## src/rtl/s2_s3_pipe_reg.sv

```systemverilog
// s2_s3_pipe_reg: pipeline register between stage 2 (decode/execute) and
// stage 3 (memory/writeback) of the 3-stage core.
//   - Captures the s2 bundle every unstalled edge (1-cycle latency).
//   - When the instruction in s3 redirects the PC, the next bundle is killed:
//     a bubble (NOP_INSN, valid_s3=0) is loaded, and flush_s1_s2 tells the
//     s1->s2 register to load a bubble on the same edge.
//   - Owns the tohost CSR, written by csrrw/csrrwi to CSR_TOHOST on retire.
//   - Optional cycle/instret counters, enabled by defining
//     S2S3_PERF_COUNTERS_EN; otherwise both outputs are tied to zero.
// Ports:
//   clk, rst              core clock, asynchronous active-high reset
//   stall                 hold all state this cycle
//   instruction_s2, pc_s2, alu_s2, rs2_data_s2, csr_data_s2   s2 bundle in
//   pc_sel_s3             s3 PC select (1 = redirect)
//   instruction_s3, pc_s3, alu_s3, rs2_data_s3, valid_s3       s3 bundle out
//   flush_s1_s2           combinational flush request for the s1->s2 register
//   csr_tohost            tohost CSR value
//   cycle_cnt, instret_cnt performance counters (zero when disabled)
module s2_s3_pipe_reg #(
  parameter logic [31:0] RESET_PC   = 32'h4000_0000,
  parameter logic [31:0] NOP_INSN   = 32'h0000_0013,
  parameter logic [11:0] CSR_TOHOST = 12'h51E
) (
  input  logic        clk,
  input  logic        rst,
  input  logic        stall,
  input  logic [31:0] instruction_s2,
  input  logic [31:0] pc_s2,
  input  logic [31:0] alu_s2,
  input  logic [31:0] rs2_data_s2,
  input  logic [31:0] csr_data_s2,
  input  logic [1:0]  pc_sel_s3,
  output logic [31:0] instruction_s3,
  output logic [31:0] pc_s3,
  output logic [31:0] alu_s3,
  output logic [31:0] rs2_data_s3,
  output logic        valid_s3,
  output logic        flush_s1_s2,
  output logic [31:0] csr_tohost,
  output logic [31:0] cycle_cnt,
  output logic [31:0] instret_cnt
);

  logic [31:0] instruction_q, instruction_d;
  logic [31:0] pc_q, pc_d;
  logic [31:0] alu_q, alu_d;
  logic [31:0] rs2_data_q, rs2_data_d;
  logic [31:0] csr_q, csr_d;
  logic        valid_q, valid_d;
  logic [31:0] tohost_q, tohost_d;

  logic redirect;
  logic retire;
  logic is_csr_tohost;

  // A bubble carrying pc_sel=1 is not a real branch, so it never redirects.
  assign redirect    = valid_q & (pc_sel_s3 == 2'd1);
  assign flush_s1_s2 = redirect & ~stall;
  assign retire      = valid_q & ~stall;

  assign is_csr_tohost = (instruction_q[6:2] == 5'b11100) &&
                         (instruction_q[31:20] == CSR_TOHOST);

  always_comb begin
    instruction_d = instruction_q;
    pc_d          = pc_q;
    alu_d         = alu_q;
    rs2_data_d    = rs2_data_q;
    csr_d         = csr_q;
    valid_d       = valid_q;
    if (!stall) begin
      pc_d       = pc_s2;
      alu_d      = alu_s2;
      rs2_data_d = rs2_data_s2;
      csr_d      = csr_data_s2;
      if (redirect) begin
        // Wrong-path instruction: keep its side-band data, kill the insn.
        instruction_d = NOP_INSN;
        valid_d       = 1'b0;
      end else begin
        instruction_d = instruction_s2;
        valid_d       = 1'b1;
      end
    end
  end

  // tohost is written on the edge that retires the CSR instruction.
  always_comb begin
    tohost_d = tohost_q;
    if (retire && is_csr_tohost) begin
      case (instruction_q[14:12])
        3'b001:  tohost_d = csr_q;
        3'b101:  tohost_d = {27'b0, instruction_q[19:15]};
        default: tohost_d = tohost_q;
      endcase
    end
  end

  always_ff @(posedge clk or posedge rst) begin
    if (rst) begin
      instruction_q <= NOP_INSN;
      pc_q          <= RESET_PC;
      alu_q         <= 32'h0;
      rs2_data_q    <= 32'h0;
      csr_q         <= 32'h0;
      valid_q       <= 1'b0;
      tohost_q      <= 32'h0;
    end else begin
      instruction_q <= instruction_d;
      pc_q          <= pc_d;
      alu_q         <= alu_d;
      rs2_data_q    <= rs2_data_d;
      csr_q         <= csr_d;
      valid_q       <= valid_d;
      tohost_q      <= tohost_d;
    end
  end

  assign instruction_s3 = instruction_q;
  assign pc_s3          = pc_q;
  assign alu_s3         = alu_q;
  assign rs2_data_s3    = rs2_data_q;
  assign valid_s3       = valid_q;
  assign csr_tohost     = tohost_q;

`ifdef S2S3_PERF_COUNTERS_EN
  logic [31:0] cycle_q, cycle_d;
  logic [31:0] instret_q, instret_d;

  // Both counters wrap naturally at 32 bits; cycle counts stalled edges too.
  always_comb begin
    cycle_d   = cycle_q + 32'd1;
    instret_d = instret_q;
    if (retire) instret_d = instret_q + 32'd1;
  end

  always_ff @(posedge clk or posedge rst) begin
    if (rst) begin
      cycle_q   <= 32'h0;
      instret_q <= 32'h0;
    end else begin
      cycle_q   <= cycle_d;
      instret_q <= instret_d;
    end
  end

  assign cycle_cnt   = cycle_q;
  assign instret_cnt = instret_q;
`else
  assign cycle_cnt   = 32'h0;
  assign instret_cnt = 32'h0;
`endif

endmodule

```

## config.mk

```make
export PLATFORM = sky130hd
export DESIGN_NAME = s2_s3_pipe_reg
export DESIGN_NICKNAME = d
export VERILOG_FILES = /design/src/rtl/s2_s3_pipe_reg.sv
export SDC_FILE = /design/constraint.sdc
export NUM_CORES = 1
export LEC_CHECK = 0
export CORE_AREA = 8 8 147 149
export CTS_CLUSTER_DIAMETER = 120
export DETAILED_ROUTE_END_ITERATION = 6
export DIE_AREA = 0 0 155 157
export PLACE_DENSITY_LB_ADDON = 0.25
export SETUP_SLACK_MARGIN = 0.2
export SLEW_MARGIN = 15
export SYNTH_ARGS = -nofsm -noshare
export SYNTH_HDL_FRONTEND = slang
export SYNTH_SLANG_ARGS = --single-unit
```

## constraint.sdc

```tcl
create_clock -name clk -period 24.3 [get_ports clk]
set_clock_uncertainty 0.2 [all_clocks]
set_input_delay 7.29 -clock clk [delete_from_list [all_inputs] [get_ports clk]]
set_output_delay 7.29 -clock clk [all_outputs]
set_load 0.02 [all_outputs]
```

[After elaboration in Yosys (flattened, before gate mapping)]
Index checks and enable logic that the tools add are counted.
Word-level totals
  bits in registers: 193
  bits of input ports: 165
  output and inout port bits: 226
Cells by class
  bitwise gates (word level): 4
  reductions and logical operators: 4
  muxes and demuxes: 3
  equal/unequal tests: 5
Operator list (number)
  case mux 32 bit (2 select lines): 1
  two-way mux 32 bit: 1
  == test 12 x 11 -> 1 bit, second input constant: 1
  == test 5 bit, second input constant: 1
  bitwise AND 1 bit: 3
  == test 3 x 1 -> 1 bit, second input constant: 1
  == test 3 bit, second input constant: 1
  == test 2 x 1 -> 1 bit, second input constant: 1
  logical AND 1 bit: 2
  AND reduction 2 bit: 1
  nonzero test 2 bit: 1
  two-way mux 1 bit: 1
  inverter 1 bit: 1

[Longest topological paths before layout]
Gate-level depths: netlist of run 1.
  depth after elaboration: 4
  gate-level depth with buffers: 6
  depth with buffers taken out: 4

[Worst setup path after synthesis of run 1]
No wires, ideal clock.
  kind: input to output
  start: in stall
  end: out flush_s1_s2
  path slack: 8.403 ns
  required time: 16.810 ns
  stages on the path: 4
  arrival time: 8.407 ns
  cell sequence: clkbuf_1 clkbuf_1 buf_2 nor3_1
On the way
  cells in the longest elaborated chain, start to end: 2
Ends and longest elaborated chain
  start: declaration: RTL line 26  | input logic stall,
  inverter 1 bit: RTL line 58  | assign flush_s1_s2 = redirect & ~stall;
  bitwise AND 1 bit: RTL line 58
  end: declaration: RTL line 38  | output logic flush_s1_s2,
Every way passes these cells.

[Worst setup path after layout of run 1]
  start: in pc_sel_s3[0]
  end: out flush_s1_s2
On the way
  cells in the longest elaborated chain, start to end: 3
Ends and longest elaborated chain
  start: declaration: RTL line 32  | input logic [1:0] pc_sel_s3,
  == test 2 x 1 -> 1 bit: RTL line 57  | assign redirect = valid_q & (pc_sel_s3 == 2'd1);
  bitwise AND 1 bit: RTL line 57
  bitwise AND 1 bit: RTL line 58
Every way passes these cells.

==> results.md, run 1 <==
- Status: complete, no violations
- Layout cells sized above 1: 20.38%
- RSZ-0062 raised after global routing: false
- Worst R2R Path Depth: 5
- Fin crit share: 66.90%
- Leak Pwr: 5.169 nW
- Clk buf depth: 2
- Detailed-route DRC error count: 0
- Die height: 157 um
- Root Driver: clkbuf_16
- Fin. Hold Viols: 0
- Worst setup path category: input pin to primary output
- Mux cell area share after synthesis: 23.14%
- Cell Pwr Density: 68.40 nW/um^2
- Synth Area in Compound Gates: 3.555%
- First-pass GRT wire length: 33610 um
- Hold Crit Endpoint: csr_tohost[1]$_DFFE_PP0P_
- WHS Path Cells: 1
- Die area: 24340 um^2
- Max cap viols: 0
- Initial Util: 41.05%
- I/O Buffers: 326
- Post-layout net count: 1045
- Final min period: 16260 ps
- Worst reg2reg setup slack: 21920 ps
- Final ANT Viol Nets: 0
- CP max FO: 2
- Fmax: 0.06151 GHz
- Worst Path Arrival: 8770 ps
- I/O pin total: 391
- DR WL/cell: 19.78 um
- Antenna violations before repair: 5
- Hold_buf cts: 0
- Final Wtd Congestion: 0.7612
- CTS clk-pin slew, worst paths: 70 ps
- Largest net degree at the start of global routing: 112
- Reg2reg end: csr_tohost[2]$_DFFE_PP0P_
- Die Span X: 155 um
- Number of synthesized register bits: 193
- Slew @ Worst Pin: 1025 ps
- Syn Area/Cell: 14.13 um^2
- Final TNS setup: 0 ps
- Hold Slack: 299.3 ps
- Total GRT Usage: 18.34%
- Endpoint class of the critical path: primary output
- Drt via density: 4.522
- Post-CTS sizing: 0
- Slew HR: 31.69%
- Skew-Pair Late Insertion Delay: 420 ps
- Synth Area in XOR/XNOR: 0%
- Num CTS Buffers: 17
- Area Overhead vs Synth: 49.63%
- Setup Buffers After CTS: 0
- Setup-failing EPs final: 0
- Synth cell types: 24
- Post-synthesis sequential area ratio: 61.32%
- First drt pass iteration count: 4
- Core Footprint: 19210 um^2
- Worst Hold Class: register to register
- Vias in the first global route: 5502
- H-tree levels: 4
- Slew Limit Fails: 0
- Simple-gate area share of the yosys netlist: 2.714%
- Main combinational cell family by area after synthesis: multiplexers
- Gr ovfl total: 0
- # clock sinks: 193
- Worst IR Drop VDD: 46.81 uV
- Synth warnings: 0
- CTS tree: yes
- Crit path launch type: input pin
- Worst r2r src: instruction_s3[27]$_DFFE_PP0N_
- Via count: 5245
- CP Data Required Time: 16810 ps
- Fraction of the mapped netlist area in adder cells: 0%
- Synthesized area: 7884 um^2
- Synth Instances: 558
- Num rows: 51
- Hpwl dp: 17170 um
- Min-delay src: csr_tohost[1]$_DFFE_PP0P_
- Drt total wl: 22950 um
- DRT iter0 DRCs: 188
==> kinds of logic (layout without fill, tap and decap cells) <==
group	count (synthesis)	in the layout
muxes	165	165
and+or+nand+nor	41	41
other	1	66
DFF	193	193
buffers and inverters	124	396
AOI/OAI and AO/OA	34	34
==> Yosys cell counts <==
| master | n | area [um^2] |
|---|---|---|
| nor3_1 | 1 | 5.000 |
| nand4_1 | 1 | 6.260 |
| nor2_1 | 1 | 3.750 |
| a31oi_1 | 1 | 6.260 |
| dfstp_2 | 4 | 105.1 |
| a21oi_1 | 4 | 20.02 |
| nand4bb_1 | 1 | 11.26 |
| nor4b_2 | 1 | 15.01 |
| buf_4 | 66 | 495.5 |
| mux2_2 | 136 | 1531 |
| clkbuf_1 | 17 | 63.81 |
| nand2_1 | 29 | 108.9 |
| buf_1 | 2 | 7.510 |
| nor2b_1 | 4 | 25.02 |
| buf_6 | 1 | 11.26 |
| a22o_1 | 29 | 254.0 |
| mux2_1 | 2 | 22.52 |
| nor4_4 | 1 | 21.27 |
| nand4b_1 | 2 | 17.52 |
| dfrtp_1 | 189 | 4730 |
| conb_1 | 1 | 3.750 |
| mux2i_1 | 27 | 270.3 |
| inv_1 | 33 | 123.9 |
| buf_2 | 5 | 25.02 |
==> layout by cell type, fill, tap and decap left out, types with 3 or more instances in the layout <==
| cell | count |
|---|---|
| a22o_1 | 29 |
| inv_6 | 4 |
| buf_4 | 4 |
| clkbuf_16 | 17 |
| clkdlybuf4s50_1 | 325 |
| a21oi_1 | 4 |
| conb_1 | 64 |
| clkbuf_8 | 4 |
| inv_1 | 32 |
| mux2_2 | 136 |
| dfrtp_1 | 189 |
| nand2_1 | 29 |
| mux2i_1 | 27 |
| clkinv_4 | 3 |
| nor2b_1 | 4 |
| dfstp_2 | 4 |
==> metrics by stage <==
step           instances  setup WS (ps)   power, W  cell area, um^2  util (%)
3_3_place_gp        1125           8059  0.0005305            11170     58.13
4_1_cts             1157           8052  0.0008167            11760     61.25
2_1_floorplan        621           8403  0.0004525             8120         -
3_5_place_dp        1125           8071  0.0005321            11170     58.13
6_report            1160           8043  0.0008068            11800     61.42
5_1_grt             1160           7988  0.0008416            11800     61.42
==> critical path, cell delays in order <==
cell and delay [ps]:
clkdlybuf4s50_1 520, nand2_1 60, nor3_1 220, clkdlybuf4s50_1 670
==> metal layers <==
metal | up-vias | GRT usage (%) | share of wire, %
li1 | 2412 | - | -
met1 | 2561 | 19.50 | 36
met2 | 236 | 29.80 | 49
met3 | 30 | 10.04 | 13
met4 | 6 | 7.839 | 2.0
met5 | - | 0 | 0.16
==> cell type report <==
| cell class | instances | area, um^2 |
|---|---|---|
| sequential | 193 | 4835 |
| antenna | 2 | 5.005 |
| fill | 1532 | 7411 |
| multi-input combinational | 304 | 2574 |
| tap | 265 | 331.6 |
| timing repair buffer | 331 | 3322 |
| clock buffer | 21 | 480.5 |
| clock inverter | 11 | 117.6 |
| inverter | 33 | 131.4 |
==> power breakdown <==
group	total, W	internal [W]	switching [W]
clock	0.000282	0.000155	0.000127
sequential	0.000363	0.000348	0.0000149
combinational	0.000162	0.0000846	0.0000772
==> state kept, by name, indices dropped and copies added, names as in the netlist <==
name and flops:
csr_tohost 32, alu_s3 32, pc_s3 32, rs2_data_s3 32
valid_s3 1, instruction_s3 32, csr_q 32
==> worst max path at each step <==
stage                 startpoint     endpoint  slack (ps)
finish              pc_sel_s3[0]  flush_s1_s2        8040
global route        pc_sel_s3[0]  flush_s1_s2        7990
CTS                 pc_sel_s3[0]  flush_s1_s2        8050
detailed placement  pc_sel_s3[0]  flush_s1_s2        8070
global placement    pc_sel_s3[0]  flush_s1_s2        8060
floorplan                  stall  flush_s1_s2        8400
(Power assumes the default switching activity.)
==> run 2: changes to the inputs <==
--- a/config.mk
+++ b/config.mk
@@ -5,10 +5,10 @@
 export SDC_FILE = /design/constraint.sdc
 export NUM_CORES = 1
 export LEC_CHECK = 0
-export CORE_AREA = 8 8 147 149
+export CORE_AREA = 8 8 148 150
 export CTS_CLUSTER_DIAMETER = 120
 export DETAILED_ROUTE_END_ITERATION = 6
-export DIE_AREA = 0 0 155 157
+export DIE_AREA = 0 0 156 158
 export PLACE_DENSITY_LB_ADDON = 0.25
 export SETUP_SLACK_MARGIN = 0.2
 export SLEW_MARGIN = 15
==> constraint.sdc (replaced) <==
create_clock -name clk -period 15.3 [get_ports clk]
set_clock_uncertainty 0.2 [all_clocks]
set_input_delay 4.59 -clock clk [delete_from_list [all_inputs] [get_ports clk]]
set_output_delay 4.59 -clock clk [all_outputs]
set_load 0.02 [all_outputs]
==> run 2 against run 1 <==
Against the previous run:
- clock-buffer cell count did not move
- via count rose by 0.15%
- cell area decreased by 0.23%
- critical endpoint unchanged
- routed wire length shrank 3.3%
- setup slack worse by 3600 ps
- total power rose by 59%
- register-to-register slack lost 9000 ps
- non-clock buffer count fell by 1
- clock power grew 60%
- flip-flop and latch count stayed put
- utilization decreased by 1.7 points
==> results.md, run 2 (synthesis results as in run 1) <==
- Status: complete, no violations
- Max cap viols: 0 (unchanged)
- Fin. Hold Viols: 0 (unchanged)
- Reg2reg end: csr_tohost[2]$_DFFE_PP0P_
- Root Driver: clkbuf_16
- First drt pass iteration count: 4 (unchanged)
- Fillers: 1606 (+4.8%)
- Hold Crit Endpoint: csr_tohost[0]$_DFFE_PP0P_
- Slew Limit Fails: 0 (unchanged)
- Leak Pwr: 5.158 nW (-0.21%)
- Die Span X: 156 um (+0.65%)
- # clock sinks: 193 (unchanged)
- Worst reg2reg setup slack: 12970 ps (-8950 ps)
- Skew-Pair Late Insertion Delay: 420 ps (about the same)
- Fin crit share: 70.82%
- Hold_buf cts: 0 (unchanged)
- Worst IR Drop VDD: 73.69 uV (+57%)
- Layout Cells excl Fill: 1162 (+0.17%)
- Crit path launch type: input pin
- Commonest non-fill, non-tap cell in the layout: clkdlybuf4s50_1
- Hpwl dp: 16390 um (-4.5%)
- RSZ-0062 raised after global routing: false
- DRT iter0 DRCs: 193 (+2.7%)
- Die height: 158 um (+0.64%)
- Gr ovfl total: 0 (unchanged)
- Detailed-route DRC error count: 0 (unchanged)
- Post-CTS sizing: 0 (unchanged)
- Vias in the first global route: 5640 (+2.5%)
- CP Data Required Time: 10510 ps (-6300 ps)
- CTS clk-pin slew, worst paths: 70 ps (about the same)
- Slew @ Worst Pin: 1037 ps (+12.47 ps)
- Drt via density: 4.521 (about the same)
- First-pass GRT wire length: 32930 um (-2.0%)
- Num rows: 52 (+2.0%)
- Area Overhead vs Synth: 49.28%
- Antenna violations before repair: 1 (-4)
- Cell Pwr Density: 109.0 nW/um^2 (+59%)
- I/O pin total: 391 (unchanged)
- Final Wtd Congestion: 0.7389 (-2.9%)
- Layout cells sized above 1: 20.29% (-0.089 points)
- Largest net degree at the start of global routing: 131 (+17%)
- Diode count: 0 (-2)
- Fmax: 0.09229 GHz
- Core Footprint: 19710 um^2 (+2.6%)
- Final ANT Viol Nets: 0 (unchanged)
- Setup-failing EPs final: 0 (unchanged)
- Final min period: 10840 ps
- Min-delay src: csr_tohost[0]$_DFFE_PP0P_
- Initial Util: 39.99% (-1.1 points)
- Via count: 5253 (+0.15%)
- CP max FO: 2 (unchanged)
- Slew HR: 30.86% (-0.83 points)
- Setup Buffers After CTS: 0 (unchanged)
- Worst setup path category: input pin to primary output
- Commonest cells after routing, fill and taps aside: 325 x clkdlybuf4s50_1, 189 x dfrtp_1, 136 x mux2_2
- Worst r2r src: instruction_s3[27]$_DFFE_PP0N_
- WHS Path Cells: 1 (unchanged)
- I/O Buffers: 326 (unchanged)
- Clk buf depth: 2 (unchanged)
- Die area: 24650 um^2 (+1.3%)
- Total GRT Usage: 17.59% (-0.76 points)
- Endpoint class of the critical path: primary output
- Worst Path Arrival: 6050 ps (-2720 ps)
- Final TNS setup: 0 ps (unchanged)
- Num CTS Buffers: 17 (unchanged)
- Post-layout net count: 1044 (-0.096%)
- DR WL/cell: 19.10 um (-3.4%)
- CTS tree: yes
- Worst R2R Path Depth: 5 (unchanged)
- Drt total wl: 22200 um (-3.3%)
- Worst Hold Class: register to register
- H-tree levels: 4 (unchanged)
- Placed insts: 1130 (+0.44%)
run 2: routing by layer:
| metal | wire length (um) | up-vias | track usage (%) |
|---|---|---|---|
| met4 | 433 | 2 | 5.869 |
| met5 | 13 | - | 0 |
| met3 | 2726 | 24 | 9.419 |
| met2 | 10800 | 225 | 28.50 |
| met1 | 8225 | 2596 | 19.48 |
| li1 | - | 2406 | - |
run 2: area by class of cell:
cell class              count  area (um^2)  area share [%]
inverters                  33        131.4           1.116
multi-input cells         304         2574           21.87
well taps                 270        337.8           2.871
clock buffers              21        480.5           4.082
flip-flops and latches    193         4835           41.08
clock inverters            11        116.4          0.9887
repair buffers            330         3294           27.99
run 2: report_power, final:
| part | leakage (nW) | total [W] | internal (W) | switching (W) |
|---|---|---|---|---|
| registers | 2.21 | 0.000577 | 0.000553 | 0.0000239 |
| logic | 2.66 | 0.000255 | 0.000134 | 0.000122 |
| clock network | 0.291 | 0.000451 | 0.000247 | 0.000204 |
| total | 5.16 | 0.00128 | 0.000934 | 0.000349 |
run 2: through the flow:
step	instance area (um^2)	total power, W	hold WS, ps	worst slack, ps	utilization [%]
floorplan	8120	0.0007187	273.7	4803	-
global placement	11170	0.0008421	266.3	4472	56.67
detailed placement	11170	0.0008446	284.3	4461	56.67
CTS	11770	0.001303	300.9	4455	59.70
global route	11770	0.001337	313.4	4393	59.70
finish	11770	0.001283	299.4	4464	59.70
run 2: worst max path at each step:
stage | from | endpoint | slack (ps) | cells after the start
after global routing | pc_sel_s3[0] | flush_s1_s2 | 4390 | 4
after global placement | pc_sel_s3[0] | flush_s1_s2 | 4470 | 4
after detailed placement | pc_sel_s3[0] | flush_s1_s2 | 4460 | 4
after CTS | pc_sel_s3[0] | flush_s1_s2 | 4450 | 4
final | pc_sel_s3[0] | flush_s1_s2 | 4460 | 4
after floorplan | stall | flush_s1_s2 | 4800 | 4
run 2: critical path, cell delays in order:
cell             delay (ps)
clkdlybuf4s50_1         540
nand2_1                  70
nor3_1                  200
clkdlybuf4s50_1         650
